`config.mk`:
```
export PLATFORM = sky130hd
export DESIGN_NAME = normshift_iter_flat
export DESIGN_NICKNAME = d
export VERILOG_FILES = /design/src/rtl/normshift_iter_pkg.sv /design/src/rtl/normshift_iter_if.sv /design/src/rtl/normshift_iter_step.sv /design/src/rtl/normshift_iter.sv /design/src/flat_wrapper.sv
export SDC_FILE = /design/constraint.sdc
export NUM_CORES = 1
export LEC_CHECK = 0
export CAP_MARGIN = 20
export CORE_MARGIN = 2
export CORE_UTILIZATION = 59
export DETAILED_ROUTE_END_ITERATION = 10
export DONT_BUFFER_PORTS = 1
export PLACE_DENSITY = 0.78
export SYNTH_ARGS = -nofsm -noshare
export SYNTH_HDL_FRONTEND = slang
export SYNTH_SLANG_ARGS = --single-unit
```
`constraint.sdc`:
```
create_clock -name clk -period 3.3 [get_ports clk]
set_clock_uncertainty 0.15 [all_clocks]
set_input_delay 0.66 -clock clk [delete_from_list [all_inputs] [get_ports clk]]
set_output_delay 0.66 -clock clk [all_outputs]
set_load 0.01 [all_outputs]
```
`src/rtl/normshift_iter_pkg.sv`:
```
// normshift_iter_pkg
//   Shared definitions for the iterative normalization shifter: the FSM state type,
//   the default sizing of the post-processor instance, and helpers that derive the
//   cycle count and step-counter width from the shift-amount width and radix.
package normshift_iter_pkg;

    typedef enum logic [1:0] {
        NS_IDLE,
        NS_SHIFT,
        NS_DONE
    } normshift_state_t;

    localparam int unsigned NS_SZ    = 64;
    localparam int unsigned NS_LOGSZ = $clog2(NS_SZ);
    localparam int unsigned NS_RB    = 2;

    // Worst-case number of SHIFT cycles: one per RB-bit chunk of the amount.
    localparam int unsigned NSCYCLES = (NS_LOGSZ + NS_RB - 1) / NS_RB;

    function automatic int unsigned nsCycles(input int unsigned logSz, input int unsigned rb);
        return (logSz + rb - 1) / rb;
    endfunction

    // K counts chunks retired; one spare bit so it can reach the cycle count itself.
    function automatic int unsigned nsKWidth(input int unsigned logSz, input int unsigned rb);
        return $clog2(nsCycles(logSz, rb)) + 1;
    endfunction

endpackage

```
`src/rtl/normshift_iter_if.sv`:
```
// normshift_iter_if
//   Operation handshake bundle for normshift_iter.
//   Input side : InValid/InReady with ShiftIn, ShiftAmt, SideIn.
//   Output side: OutValid/OutReady with Shifted, SideOut.
//   master - producer of operations / consumer of results (upstream + downstream logic)
//   slave  - the shifter itself
interface normshift_iter_if #(
    parameter int unsigned SZ    = 64,
    parameter int unsigned LOGSZ = $clog2(SZ),
    parameter int unsigned SBW   = 16
);

    logic             InValid;
    logic             InReady;
    logic [SZ-1:0]    ShiftIn;
    logic [LOGSZ-1:0] ShiftAmt;
    logic [SBW-1:0]   SideIn;
    logic             OutValid;
    logic             OutReady;
    logic [SZ-1:0]    Shifted;
    logic [SBW-1:0]   SideOut;

    modport master (
        output InValid, ShiftIn, ShiftAmt, SideIn, OutReady,
        input  InReady, OutValid, Shifted, SideOut
    );

    modport slave (
        input  InValid, ShiftIn, ShiftAmt, SideIn, OutReady,
        output InReady, OutValid, Shifted, SideOut
    );

endinterface

```
`src/rtl/normshift_iter_step.sv`:
```
// normshift_step
//   Combinational single-step shifter: shOut = shIn << (chunk << (RB*k)).
//   Ports:
//     shIn  [SZ]  current partial result
//     chunk [RB]  shift-amount chunk retired this cycle
//     k     [KW]  chunk index (weight 2^(RB*k))
//     shOut [SZ]  shifted value; steps reaching SZ or beyond yield zero
module normshift_step #(
    parameter int unsigned SZ = 64,
    parameter int unsigned RB = 2,
    parameter int unsigned KW = 3
) (
    input  logic [SZ-1:0] shIn,
    input  logic [RB-1:0] chunk,
    input  logic [KW-1:0] k,
    output logic [SZ-1:0] shOut
);

    // Wide enough that an over-range step still compares >= SZ instead of wrapping.
    localparam int unsigned AW = 32;

    logic [AW-1:0] stepAmt;

    always_comb begin
        stepAmt = AW'(chunk) << (RB * AW'(k));
        shOut   = shIn << stepAmt;
    end

endmodule

```
`src/rtl/normshift_iter.sv`:
```
// normshift_iter
//   Multi-cycle normalization shifter ahead of shiftcorrection. Left-shifts the
//   significand by ShiftAmt, retiring RB amount bits per cycle, and stops as soon as
//   the remaining upper chunks are all zero. A sideband rides along unmodified.
//   Ports:
//     clk, reset   clock; asynchronous active-high reset
//     Flush        synchronous kill of any in-flight operation, highest priority
//     bus (slave)  InValid/InReady/ShiftIn/ShiftAmt/SideIn in,
//                  OutValid/OutReady/Shifted/SideOut out
//     Busy         high whenever the FSM is not idle
module normshift_iter
    import normshift_iter_pkg::*;
#(
    parameter int unsigned SZ    = 64,
    parameter int unsigned LOGSZ = $clog2(SZ),
    parameter int unsigned RB    = 2,
    parameter int unsigned SBW   = 16
) (
    input  logic             clk,
    input  logic             reset,
    input  logic             Flush,
    normshift_iter_if.slave  bus,
    output logic             Busy
);

    localparam int unsigned KW = nsKWidth(LOGSZ, RB);

    normshift_state_t state;
    logic [SZ-1:0]    sh;
    logic [SZ-1:0]    shStep;
    logic [LOGSZ-1:0] rem;
    logic [LOGSZ-1:0] remNext;
    logic [KW-1:0]    k;
    logic [SBW-1:0]   side;
    logic             accept;

    normshift_step #(
        .SZ (SZ),
        .RB (RB),
        .KW (KW)
    ) uStep (
        .shIn  (sh),
        .chunk (rem[RB-1:0]),
        .k     (k),
        .shOut (shStep)
    );

    assign remNext = rem >> RB;

    // DONE with OutReady accepts directly, so back-to-back operations see no bubble.
    assign bus.InReady  = ~Flush & ((state == NS_IDLE) | ((state == NS_DONE) & bus.OutReady));
    assign accept       = bus.InValid & bus.InReady;
    assign bus.OutValid = (state == NS_DONE);
    assign bus.Shifted  = sh;
    assign bus.SideOut  = side;
    assign Busy         = (state != NS_IDLE);

    always_ff @(posedge clk or posedge reset) begin
        if (reset) begin
            state <= NS_IDLE;
            sh    <= '0;
            rem   <= '0;
            k     <= '0;
            side  <= '0;
        end else if (Flush) begin
            // Data registers are left as-is; only the control state is killed.
            state <= NS_IDLE;
        end else begin
            unique case (state)
                NS_IDLE, NS_DONE: begin
                    if (accept) begin
                        sh    <= bus.ShiftIn;
                        rem   <= bus.ShiftAmt;
                        k     <= '0;
                        side  <= bus.SideIn;
                        state <= (bus.ShiftAmt == '0) ? NS_DONE : NS_SHIFT;
                    end else if ((state == NS_DONE) && bus.OutReady) begin
                        state <= NS_IDLE;
                    end
                end
                NS_SHIFT: begin
                    sh  <= shStep;
                    rem <= remNext;
                    k   <= k + KW'(1);
                    // Stop as soon as no nonzero chunk remains above this one.
                    if (remNext == '0) begin
                        state <= NS_DONE;
                    end
                end
                default: begin
                    state <= NS_IDLE;
                end
            endcase
        end
    end

endmodule

```
`src/flat_wrapper.sv`:
```
// flat-port wrapper written by rule: the top's interface ports become plain ports
module normshift_iter_flat import normshift_iter_pkg::*;
#(
    parameter int unsigned SZ    = 64,
    parameter int unsigned LOGSZ = $clog2(SZ),
    parameter int unsigned RB    = 2,
    parameter int unsigned SBW   = 16
)
  (clk, reset, Flush, Busy, bus_InValid, bus_ShiftIn, bus_ShiftAmt, bus_SideIn, bus_OutReady, bus_InReady, bus_OutValid, bus_Shifted, bus_SideOut);
  normshift_iter_if #(.SZ(SZ), .LOGSZ(LOGSZ), .SBW(SBW)) bus_i ();
  input  logic clk;
  input  logic reset;
  input  logic Flush;
  output logic Busy;
  input wire logic [$bits(bus_i.InValid)-1:0] bus_InValid;
  input wire logic [$bits(bus_i.ShiftIn)-1:0] bus_ShiftIn;
  input wire logic [$bits(bus_i.ShiftAmt)-1:0] bus_ShiftAmt;
  input wire logic [$bits(bus_i.SideIn)-1:0] bus_SideIn;
  input wire logic [$bits(bus_i.OutReady)-1:0] bus_OutReady;
  output wire logic [$bits(bus_i.InReady)-1:0] bus_InReady;
  output wire logic [$bits(bus_i.OutValid)-1:0] bus_OutValid;
  output wire logic [$bits(bus_i.Shifted)-1:0] bus_Shifted;
  output wire logic [$bits(bus_i.SideOut)-1:0] bus_SideOut;
  assign bus_i.InValid = bus_InValid;
  assign bus_i.ShiftIn = bus_ShiftIn;
  assign bus_i.ShiftAmt = bus_ShiftAmt;
  assign bus_i.SideIn = bus_SideIn;
  assign bus_i.OutReady = bus_OutReady;
  assign bus_InReady = bus_i.InReady;
  assign bus_OutValid = bus_i.OutValid;
  assign bus_Shifted = bus_i.Shifted;
  assign bus_SideOut = bus_i.SideOut;
  normshift_iter #(.SZ(SZ), .LOGSZ(LOGSZ), .RB(RB), .SBW(SBW)) u_core (.clk(clk), .reset(reset), .Flush(Flush), .bus(bus_i), .Busy(Busy));
endmodule
```
After elaboration in Yosys (flattened, before gate mapping)

Cells that the tools add are included.

Muxes and demuxes: 12
Equality and inequality tests: 5
Reduce and logical (&&, ||, !) cells: 10
Shifts and indexed selects: 2
Add/subtract/negate cells: 1
Bitwise operators: 5

Operator list:

| kind                                                   | number |
|---|---|
| one-hot mux 64 bit (2 select lines)                    | 1 |
| two-way mux 64 bit                                     | 1 |
| << shifter 64 x 32 -> 64 bit                           | 1 |
| << shifter 2 x 4 -> 32 bit                             | 1 |
| logical NOT 6 bit                                      | 2 |
| one-hot mux 6 bit (2 select lines)                     | 1 |
| two-way mux 2 bit                                      | 5 |
| two-way mux 6 bit                                      | 1 |
| one-hot mux 3 bit (2 select lines)                     | 1 |
| AND reduction 3 bit                                    | 2 |
| inequality test 4 x 2 -> 1 bit (second input constant) | 1 |
| one-hot mux 2 bit (2 select lines)                     | 1 |
| nonzero test 2 bit                                     | 2 |
| adder 3 x 1 -> 3 bit (second input constant)           | 1 |
| AND 1 bit                                              | 3 |
| two-way mux 3 bit                                      | 1 |
| inequality test 3 x 2 -> 1 bit (second input constant) | 1 |
| equality test 2 x 1 -> 1 bit (second input constant)   | 1 |
| equality test 2 bit (second input constant)            | 1 |
| logical NOT 2 bit                                      | 1 |
| inequality test 2 x 1 -> 1 bit (second input constant) | 1 |
| AND reduction 2 bit                                    | 1 |
| OR reduction 2 bit                                     | 1 |
| logical AND 1 bit                                      | 1 |
| other kinds (2)                                        | 2 |

Input bits: 91
Logic and storage cells: 40
Bits in registers: 91

Depth between registers and ports, before layout

Word-level depth: 8
Mapped depth: 11
Mapped depth without buffers: 7

Cells and area by module

Synthesis repeated with hierarchy kept, for this count alone.

Cell total of the unflattened synthesis: 995
Area total of the unflattened synthesis: 8,695.8 um^2

Modules (own cells, without submodules):

| module         | cells each | seq. area each (um^2) | instances | area an instance (um^2) |
|---|---|---|---|---|
| normshift_iter | 301        | 2,277.2               | 1         | 4,374.2 |
| normshift_step | 694        | 0.0                   | 1         | 4,321.6 |

Worst setup path before layout

No wires, ideal clock.

Path type: reg2reg
Start: register u_core.k[1]
End: register u_core.sh[61], in the netlist u_core.bus.Shifted[61]
Path buffers: 2
Library setup time: 0.131 ns
Arrival: 2.200 ns
Clock period less this slack: 2.481 ns
Slack: 0.819 ns
Stages on the path, launching flop included: 9
Required time: 3.019 ns
Cells stage by stage: dfrtp_1 -> or4b_1 -> buf_6 -> buf_6 -> mux2i_4 -> o22ai_2 -> or3_4 -> a221oi_2 -> a31oi_1

Longest elaborated chain between the ends: 3

Ends and longest elaborated chain:

| item                                | RTL line                  | source |
|---|---|---|
| from (decl)                         | normshift_iter.sv:33      | `logic [KW-1:0] k;` |
| from (signal assigned)              | normshift_iter.sv:84      | `k <= k + KW'(1);` |
| << shifter 2 x 4 -> 32 bit          | normshift_iter_step.sv:25 | `stepAmt = AW'(chunk) << (RB * AW'(k));` |
| << shifter 64 x 32 -> 64 bit        | normshift_iter_step.sv:26 | `shOut = shIn << stepAmt;` |
| one-hot mux 64 bit (2 select lines) | normshift_iter.sv:69      | `unique case (state)` |
| to (signal assigned)                | normshift_iter.sv:72      | `sh <= bus.ShiftIn;` |
| to (signal assigned)                | normshift_iter.sv:82      | `sh <= shStep;` |
| to (decl)                           | normshift_iter.sv:29      | `logic [SZ-1:0] sh;` |

Every way passes these cells.
A chain may end at the register's enable or synchronous reset.

Final worst setup path

Start: register u_core.k[1]
End: register u_core.sh[57], in the netlist u_core.bus.Shifted[57]

The elaborated chain is that of the path after synthesis.

==> reports/results.tsv <==
stage	metric	value	unit
outcome	outcome	completed	
timing	rsz0062_at_grt	false	
drt	vias	9430	
worst_setup_path	rr_worst_depth	8	
layout	layout-drive-gt1-share	13.29	%
timing	maxSlewHeadroom	35.60	%
power_and_ir_drop	power	10.10	mW
synth	syn_area_per_cell	7.504	um2
layout	final_util	66.42	%
power_and_ir_drop	clockPowerShare	11.7	%
power_and_ir_drop	cellLeakagePower	3.706	nW
layout	fin_cells	1223	
worst_setup_path	cp_slowest_cell	or4b_2	
hold_path	hp-class	input port to async pin	
worst_setup_path	r2r_setup_slack	70	ps
placement	place_inst	1206	
worst_setup_path	r2r-end	u_core.bus.Shifted[57]$_DFFE_PP0P_	
worst_setup_path	crit_type	register to register	
synth	syn-num-nets	1135	
clock_tree	cts.path.max_buffers	2	
clock_tree	cts_setup_buffers	0	
floorplan	initial_core_util	59.81	%
layout	layout.nets	1133	
timing	setup_ws	73.29	ps
clock_tree	cts.sinks	91	
floorplan	die_w	119.2	um
worst_setup_path	required	3350	ps
drt	drtIter0Drc	1798	
timing	fin_crit	3227	ps
power_and_ir_drop	pwr-share-comb	62.7	%
grt	globalRouteMet2Util	72.81	%
floorplan	dieArea	14200	um2
floorplan	die_y	119.2	um
worst_setup_path	critical_path.top_delay_family	compound AO/OA/AOI/OAI gates	
clock_tree	cts_buffers	9	
worst_setup_path	cp-start-kind	register	
placement	io_buffers	0	
worst_setup_path	r2r-start	u_core.k[1]$_DFFE_PP0P_	
grt	overflow	0	
placement	dpl_worst_slack	228.2	ps
clock_tree	cts_root_buf	clkbuf_16	
power_and_ir_drop	power_frac_seq	25.6	%
timing	drv_slew	0	
worst_setup_path	cpPeakStageDelay	690	ps
synth	synth_ff_type	dfrtp_1	
synth	yosys.cell_types.count	69	
power_and_ir_drop	p_sw_share	55.31	%
floorplan	row_count	42	
drt	drc	0	
worst_setup_path	cp_num_cells	8	
synth	synth_edf_count	0	
drt	drt_wl_total	36200	um
timing	hold_violations	0	
power_and_ir_drop	powerDensity	1162	nW/um2
worst_setup_path	path_cells	or4b_2 > buf_12 > mux2i_1 > o21ai_0 > o22ai_1 > nor2_1 > a21oi_1 > a311oi_1	
timing	tns	0	ps
clock_tree	clk_latency	360	ps
synth	synth_seq_cells	91	
timing	finalSetupViolations	0	
worst_setup_path	cp_max_fo	45	
worst_setup_path	worstSetupStartpoint	u_core.k[1]$_DFFE_PP0P_	
layout	nFillCells	1126	
worst_setup_path	arrival	3280	ps
clock_tree	clk_pin_slew_worst_paths	80	ps
power_and_ir_drop	peakVddDrop	0.0007116	V
layout	area_growth	11.05	%
placement	dpl.hpwl	25940	um
grt	busiest_layer	met2	
grt	grt_max_degree	54	
drt	wl_per_cell	29.60	um
timing	max_freq	309.9	MHz
synth	synth_top_area_share	29.10	%
layout	multi_input_area	5165	um2
grt	use_met1	65.60	%
grt	grt_pass1_wl	53570	um
power_and_ir_drop	p_switching	5.587	mW
synth	syn-instance-count	1043	
grt	grt_usage	50.15	%
timing	worstMarginPinSlew	966.0	ps
synth	synth_area_leaders	dfrtp_1 29%, mux2i_1 10%, nand2_1 7.1%	
clock_tree	cts_hold_buf	0	
grt	first_global_vias	8625	
layout	register_area	2277	um2
worst_setup_path	end_kind	register	
synth	yosysTopAreaCell	dfrtp_1	
synth	ys_warn_count	0	
synth	syn_area	7826	um2
floorplan	ios	174	
worst_setup_path	cp-endpoint	u_core.bus.Shifted[57]$_DFFE_PP0P_	
synth	ys_seq_area_share	29.10	%
worst_setup_path	path_buf_inv	1	
drt	detail-route-antenna-nets	0	
clock_tree	cts_tree	yes	
timing	post-route-period-util	97.78	%
grt	grt_antenna_before_repair	1	
floorplan	core	13090	um2
run	maxCapViolCount	0	
drt	post_drt_via_cell_ratio	7.711	
drt	drt_first_pass_iters	8	
grt	grtUsageMet3	13.36	%
clock_tree	cts.htree.levels	3	
placement	place_congestion	1.120	
power_and_ir_drop	p_int	4.514	mW
synth	async_reset_ff_share	100.0	%
cells by family (layout without fill, tap and decap cells):
kind of cell / count (synthesis) / count (layout) / synth area share [%]
AND/OR/NAND/NOR: 392 / 392 / 22.43
AO/OA/AOI/OAI: 362 / 362 / 29.85
buffers and inverters: 98 / 101 / 5.420
multiplexers: 97 / 97 / 12.82
flip-flops: 91 / 91 / 29.10
XOR/XNOR: 2 / 2 / 0.2239
adder cells (fa/ha/maj): 1 / 1 / 0.1598
other: 0 / 1 / 0
power by group through the flow:
stage	Sequential [mW]	Combinational, mW	Clock [mW]
after detailed placement	2.55	5.92	0
after floorplan	2.19	3.83	0
after global routing	2.60	6.53	1.21
after global placement	2.54	5.92	0
final	2.58	6.33	1.18
after CTS	2.52	5.96	1.18
through the flow:
stage / hold WS, ps / cell area, um2
2_1_floorplan: 322.2 / 7826
3_3_place_gp: 340.9 / 8353
3_5_place_dp: 368.9 / 8353
4_1_cts: 111.7 / 8678
5_1_grt: 143.8 / 8691
6_report: 92.52 / 8691
worst reg2reg max path, delay by kind of cell, from the launching register on:
kind                   cells  cell delay [ps]
multiplexers               1              330
AO/OA/AOI/OAI              4             1140
buffers and inverters      1              230
AND/OR/NAND/NOR            2              770
flip-flops                 1              440
layer usage:
metal | up-vias | share of wire, %
met5 | - | 0
met4 | 0 | 8.1
met3 | 254 | 15
met2 | 955 | 42
met1 | 4352 | 35
li1 | 3869 | -
cell type report:
cell class	instances	area share, %
Antenna cell	1	0.02879
Clock buffer	10	2.635
Clock inverter	6	1.109
Inverter	4	0.2016
Multi-Input combinational cell	854	59.43
Sequential cell	91	26.20
Tap cell	176	2.534
Timing Repair Buffer	81	7.861
worst min path at each step:
stage | from | end
6_report | reset | u_core.bus.Shifted[7]$_DFFE_PP0P_
5_1_grt | reset | u_core.bus.Shifted[3]$_DFFE_PP0P_
4_1_cts | reset | u_core.bus.Shifted[7]$_DFFE_PP0P_
3_5_place_dp | u_core.rem[3]$_DFFE_PP0P_ | u_core.rem[3]$_DFFE_PP0P_
3_3_place_gp | u_core.rem[2]$_DFFE_PP0P_ | u_core.rem[2]$_DFFE_PP0P_
2_1_floorplan | u_core.rem[3]$_DFFE_PP0P_ | u_core.rem[3]$_DFFE_PP0P_
synthesized netlist by cell type, types with 10 or more instances:
master	number
a221o_1	10
nor2_1	116
a31oi_1	12
dfrtp_1	91
clkbuf_1	61
nand3_1	49
a211oi_1	19
mux2_2	13
a221oi_1	10
o211ai_1	17
mux2i_1	82
o21ai_0	94
buf_2	21
a21oi_1	89
nand2_1	147
o22ai_1	43
o221ai_1	11
nor3_1	24
placed cells by master, fill, tap and decap left out, types with 4 or more instances in the layout:
cell type	n
buf_12	6
nor2_1	115
a21oi_1	88
o21ai_0	93
o31ai_1	6
o22a_1	7
o211ai_1	17
clkbuf_16	9
a31oi_1	12
dfrtp_1	91
buf_4	75
nand4_1	4
a211oi_1	18
nand2b_1	6
o221ai_1	11
and2_1	5
nor3_1	24
a22oi_1	7
nand2_1	147
mux2_2	13
o22ai_1	43
nand3_1	49
or2_2	5
a221oi_2	4
a221oi_1	10
nor2b_1	6
a21oi_2	4
a221o_1	10
and3_1	9
mux2i_1	82
flip-flops by register name, summed over array words and instances, names as in the netlist:
signal	flops
u_core.bus.Shifted	64
u_core.bus.SideOut	16
u_core.rem	6
u_core.k	3
u_core.state	2
what timing repair did:
action | 4_1_cts | 5_1_grt
resized for setup | 0 | 3
hold endpoints to repair | 0 | 0
setup endpoints to repair | 0 | 2
(Power assumes the default switching activity.)
